$ cat config.mk
export PLATFORM = sky130hd
export DESIGN_NAME = alu_wide_seq
export DESIGN_NICKNAME = d
export VERILOG_FILES = /design/src/rtl/alu_wide_seq.sv
export SDC_FILE = /design/constraint.sdc
export NUM_CORES = 1
export LEC_CHECK = 0
export ABC_CLOCK_PERIOD_IN_PS = 2140
export CAP_MARGIN = 10
export CORE_MARGIN = 5
export CORE_UTILIZATION = 43
export DETAILED_ROUTE_END_ITERATION = 8
export GPL_TIMING_DRIVEN = 0
export PLACE_DENSITY = 0.76
export SKIP_CTS_REPAIR_TIMING = 1
export SYNTH_ARGS = -nofsm -noshare
export SYNTH_HDL_FRONTEND = slang
export SYNTH_SLANG_ARGS = --single-unit
$ cat constraint.sdc
create_clock -name clk -period 2.14 [get_ports clk]
set_input_delay 0.535 -clock clk [delete_from_list [all_inputs] [get_ports clk]]
set_output_delay 0.535 -clock clk [all_outputs]
set_load 0.005 [all_outputs]
$ cat src/rtl/alu_wide_seq.sv
// Sequential wide ALU: streams W = N*K bit operands through an external N-bit ALU
// one slice per cycle, chaining carry and zero across slices.
module alu_wide_seq #(
    parameter int unsigned N = 4,
    parameter int unsigned K = 4
) (
    input  logic             clk,
    input  logic             reset,
    input  logic             start_valid,
    output logic             start_ready,
    input  logic [2:0]       op_H,
    input  logic             op_Cin,
    input  logic [N*K-1:0]   op_A,
    input  logic [N*K-1:0]   op_B,
    output logic [N-1:0]     alu_A,
    output logic [N-1:0]     alu_B,
    output logic [2:0]       alu_H,
    output logic             alu_Cin,
    input  logic [N-1:0]     alu_F,
    input  logic [3:0]       alu_flags,
    output logic [N*K-1:0]   res,
    output logic [3:0]       res_flags,
    output logic             res_valid,
    input  logic             res_ready
);

    localparam int unsigned W  = N * K;
    localparam int unsigned IW = (K > 1) ? $clog2(K) : 1;

    typedef enum logic [1:0] {
        S_IDLE = 2'd0,
        S_RUN  = 2'd1,
        S_DONE = 2'd2
    } state_t;

    state_t          state_q, state_d;
    logic [W-1:0]    a_q, a_d;
    logic [W-1:0]    b_q, b_d;
    logic [2:0]      h_q, h_d;
    logic            cin_q, cin_d;
    logic [IW-1:0]   i_q, i_d;
    logic            carry_q, carry_d;
    logic            zero_q, zero_d;
    logic [W-1:0]    res_q, res_d;
    logic [3:0]      flags_q, flags_d;

    always_ff @(posedge clk or posedge reset) begin
        if (reset) begin
            state_q <= S_IDLE;
            a_q     <= '0;
            b_q     <= '0;
            h_q     <= '0;
            cin_q   <= 1'b0;
            i_q     <= '0;
            carry_q <= 1'b0;
            zero_q  <= 1'b1;
            res_q   <= '0;
            flags_q <= '0;
        end else begin
            state_q <= state_d;
            a_q     <= a_d;
            b_q     <= b_d;
            h_q     <= h_d;
            cin_q   <= cin_d;
            i_q     <= i_d;
            carry_q <= carry_d;
            zero_q  <= zero_d;
            res_q   <= res_d;
            flags_q <= flags_d;
        end
    end

    // Next state: accept in IDLE, one slice per RUN cycle, hold result in DONE.
    always_comb begin
        state_d = state_q;
        a_d     = a_q;
        b_d     = b_q;
        h_d     = h_q;
        cin_d   = cin_q;
        i_d     = i_q;
        carry_d = carry_q;
        zero_d  = zero_q;
        res_d   = res_q;
        flags_d = flags_q;
        unique case (state_q)
            S_IDLE: begin
                if (start_valid) begin
                    a_d     = op_A;
                    b_d     = op_B;
                    h_d     = op_H;
                    cin_d   = op_Cin;
                    i_d     = '0;
                    res_d   = '0;
                    zero_d  = 1'b1;
                    state_d = S_RUN;
                end
            end
            S_RUN: begin
                res_d[i_q*N +: N] = alu_F;
                carry_d           = alu_flags[0];
                zero_d            = zero_q & alu_flags[1];
                if (i_q == IW'(K - 1)) begin
                    flags_d = {alu_flags[3], alu_flags[2], zero_q & alu_flags[1], alu_flags[0]};
                    state_d = S_DONE;
                end else begin
                    i_d = i_q + IW'(1);
                end
            end
            S_DONE: begin
                if (res_ready) begin
                    state_d = S_IDLE;
                end
            end
            default: state_d = S_IDLE;
        endcase
    end

    // Slice drive to the external ALU; quiet outside RUN.
    always_comb begin
        alu_A   = '0;
        alu_B   = '0;
        alu_H   = '0;
        alu_Cin = 1'b0;
        if (state_q == S_RUN) begin
            alu_A   = a_q[i_q*N +: N];
            alu_B   = b_q[i_q*N +: N];
            alu_H   = h_q;
            alu_Cin = (i_q == '0) ? cin_q : carry_q;
        end
    end

    assign start_ready = (state_q == S_IDLE);
    assign res_valid   = (state_q == S_DONE);
    assign res         = res_q;
    assign res_flags   = flags_q;

endmodule
Yosys cells after proc, flatten, opt, wreduce, memory -nomap -nowiden:

Index checks and enable logic that the tools add are counted.

* multiplexer cells: 17
* bitwise operators: 1
* shift operators: 4
* equal/unequal tests: 7
* $add $sub $neg: 2
* reduce and logical (&&, ||, !) cells: 8

Operator list (count)
* $neg 4->34: 1
* $shift 4x34->16 const A: 1
* $shiftx 4x34->16: 1
* $pmux 16 s2: 1
* $shiftx 16x5->4: 2
* $bwmux 16: 1
* $mux 16: 1
* $mux 2: 5
* $mux 4: 2
* $ne 2x2->1 const B: 3
* $pmux 2 s3: 1
* $reduce_and 2->1: 3
* $reduce_and 3->1: 2
* $eq 2x2->1 const B: 2
* $logic_not 2->1: 2
* $pmux 2 s2: 1
* $mux 1: 3
* $mux 3: 1
* $add 2x1->2 const B: 1
* $eq 2x1->1 const B: 1
* $ne 2x1->1 const B: 1
* $pmux 1 s2: 1
* $reduce_bool 2->1: 1
* $and 1x1->1: 1

* input port bits: 48
* output and inout bits: 34
* register bits after elaboration: 62
* logic and storage cells: 49

Longest topological paths before layout:

* depth in word-level cells: 4
* depth in mapped cells: 6

Worst setup path after synthesis:

No wires, ideal clock.

* path type: register to output
* from: register i_q[1]
* to: output alu_Cin
* arrival time: 1.362 ns
* data required time: 1.605 ns
* path slack: 0.243 ns
* stages on the path, launching flop included: 6
* cell sequence: dfrtp_1 -> clkbuf_1 -> inv_1 -> ha_1 -> mux2i_1 -> nor2_1

* word-level cells in the longest chain between the ends: 3

RTL lines
* from (decl): line 41 `logic [IW-1:0] i_q, i_d;`
* from (signal assigned): line 65 `i_q <= i_d;`
* $logic_not 2->1: line 128 `alu_Cin = (i_q == '0) ? cin_q : carry_q;`
* $mux 1: line 128
* $mux 1: line 124 `if (state_q == S_RUN) begin`
* to (decl): line 18 `output logic alu_Cin,`

No other way between the ends.

Worst setup path after layout:

* from: register i_q[0]
* to: output alu_A[0]

* word-level cells in the longest chain between the ends: 2

RTL lines
* $shiftx 16x5->4: line 125 `alu_A = a_q[i_q*N +: N];`
* $mux 4: line 124
* to (decl): line 15 `output logic [N-1:0] alu_A,`

No other way between the ends.

==> results.yml <==
yosys:
  yosys.area.top_type: "dfrtp_1"
  ys.flop_type: "dfrtp_1"
  ys_ff_latch: 62
  synthAdderAreaFrac: 0.0262
  synth-xor-area-share: 0
  avgSynthCellArea_um2: 14.7
  synth_top_family_by_area: "multiplexers"
  synth_cell_type_count: 30
  yosys.area_share.simple: 0.107
  synth_cells: 195
  synth_compound_area_frac: 0.0663
  yosys-mux-area-fraction: 0.227
  yosysSeqAreaShare: 0.541
  synthTopCellsByArea: "dfrtp_1 (53%), mux2_2 (16%), a22o_1 (4.3%)"
  yosysTopAreaCellShare: 0.532
  synth_fp_nets: 249
  yosysWarnings: 0
  synth_edf_count: 0
  async_reset_ff_frac: 1.00
  synth_area_um2: 2870
floorplanning:
  core_area_um2: 6420
  die_h_um: 91.7
  io_pins: 82
  initial_core_util: 0.447
  die_w_um: 91.7
  placementRows: 29
  die-area_um2: 8410
route:
  drtPass1Iterations: 4
  detail_route.iter0.violations: 42
  vias: 1987
  avgViaCountPerCell: 5.12
  wl_um: 6480
  drc: 0
  drtAntennaViolNets: 0
  wl_per_cell_um: 16.7
final_layout:
  layout.area.seq_um2: 1560
  nNetsFinal: 361
  diodes: 0
  fillCellCount: 511
  multi_input_area_um2: 1250
  final_common_cell: "clkdlybuf4s50_1"
  area_growth_pct: 45.6
  final_cell_mix: "clkdlybuf4s50_1 (68), dfrtp_1 (59), mux2_2 (40), buf_6 (15)"
  drive_above_1_share: 0.405
  instances_no_fill: 388
worst_setup_path:
  arrival_ns: 1.81
  critical-path-top-delay-family: "buffers and inverters"
  path_buf_inv: 4
  crit_top_cell: "buf_6"
  start_kind: "flip-flop"
  cp.required_ns: 1.60
  path_class: "flip-flop to output port"
  setup.worst_path.end_class: "output port"
  cp_max_fo: 6
  crit_slowest_cell: "dfrtp_2"
  slowest_delay_ns: 0.45
  crit_chain: "buf_12 > buf_6 > buf_6 > mux4_2 > and2_4 > buf_6"
global_route:
  grt_max_degree: 42
  track_usage: 0.157
  antenna_found_initial: 0
  grt_first_pass_wirelength_um: 10300
  grt_overflow: 0
  grt_pass1_vias: 2092
place:
  place_hpwl_um: 4590
  port_buffers: 81
  dp.cells: 354
  post-place-ws_ns: -0.591
  globalplace.congestion: 0.750
timing:
  slew_viol_final: 0
  rsz0062_at_grt: "yes"
  clock_skew_ns: 0.00579
  slew_headroom: 0.684
  hold_viol_final: 0
  setup_viol: 9
  period_needed_ns: 2.35
  setup_ws_ns: -0.208
  finalCritPeriodShare: 1.10
  worst_pin_slew_ns: 0.474
  whs_ns: 0.486
  max_freq_mhz: 426
clocking:
  clockBufferDepth: 2
  cts_buffers: 9
  clock_latency_ns: 0.33
  htree_levels: 3
  path_clk_slew_ns: 0.07
  numClockSinks: 62
  cts_tree: "done"
  cts_root_buffer: "clkbuf_8"
status:
  violations: "negative setup slack"
  status: "finished with violations"
power:
  finalPower_w: 0.00603
  ir_drop_v: 0.000725
  power-per-cell-area_nw_per_um2: 1440
  power_leakage_nw: 1.85
flow_run:
  drv_cap: 0
min_path:
  hold_class: "flip-flop to flip-flop"
-- synth_stat cells, types with 3 or more instances --
| cell | number |
|---|---|
| dfrtp_1 | 61 |
| mux2_2 | 40 |
| a22o_1 | 14 |
| and2_1 | 11 |
| nand2_1 | 11 |
| ha_1 | 6 |
| mux4_2 | 5 |
| a21o_1 | 4 |
| buf_6 | 4 |
| o21ai_0 | 4 |
| inv_1 | 3 |
| mux4_1 | 3 |
| nand2b_1 | 3 |
| nor2_1 | 3 |
| nor4_4 | 3 |
-- layout make-up --
type / count / area share
inverter: 4 / 0.00479
sequential: 62 / 0.372
clock buffer: 11 / 0.0339
clock inverter: 4 / 0.0114
timing repair buffer: 102 / 0.232
multi-input combinational: 120 / 0.300
buffer: 8 / 0.0228
tap: 77 / 0.0231
-- cell families after synthesis --
| group | after synthesis |
|---|---|
| buffers and inverters | 13 |
| adders and majority gates | 6 |
| AOI/OAI and AO/OA | 24 |
| and+or+nand+nor | 41 |
| muxes | 49 |
| DFF | 62 |
-- worst register-to-register path: cells and delay by family (launching register included) --
| kind | cells | cell delay, ns |
|---|---|---|
| AND/OR/NAND/NOR | 1 | 0.45 |
| adder cells (fa/ha/maj) | 1 | 0.30 |
| flip-flops | 1 | 0.45 |
| buffers and inverters | 3 | 0.39 |
| AO/OA/AOI/OAI | 1 | 0.21 |
-- state kept, by name, indices dropped and copies added, names as in the netlist --
name       count
carry_q        1
zero_q         1
cin_q          1
state_q        2
res           16
b_q           16
i_q            2
h_q            3
a_q           16
res_flags      4
-- final timing paths --
check | slack (ns) | endpoint | cells past startpoint | start
worst max register to register | 0.28 | res[1] | 6 | i_q[0]
worst min-delay path | 0.49 | res[13] | 1 | res[13]
worst min register to register | 0.49 | res[13] | 1 | res[13]
min in group asynchronous | 0.53 | res[0] | 2 | reset
worst max-delay path | -0.21 | alu_A[0] | 6 | i_q[0]
max in group asynchronous | 1.01 | state_q[0] | 3 | reset
-- layer usage --
layer  wire length [um]  share of wire  global-route usage
met1               2790           0.43               0.196
met2               3060           0.47               0.242
met3                511          0.079              0.0597
met4                115          0.018              0.0678
met5                  0              0                   0
-- power breakdown --
group          total (W)  internal [W]  switching [W]
clock            0.00100      0.000559       0.000441
combinational    0.00303       0.00189        0.00114
sequential       0.00200       0.00170       0.000299
-- per-stage QoR --
stage               TNS [ns]  cell area [um^2]  utilization
floorplan                  0              2870            -
global placement      -66.34              3780        0.588
detailed placement     -2.99              3800        0.591
CTS                    -7.53              3990        0.620
global route           -1.83              4180        0.650
finish                 -1.21              4180        0.650
Power figures use the tool's default switching activity.
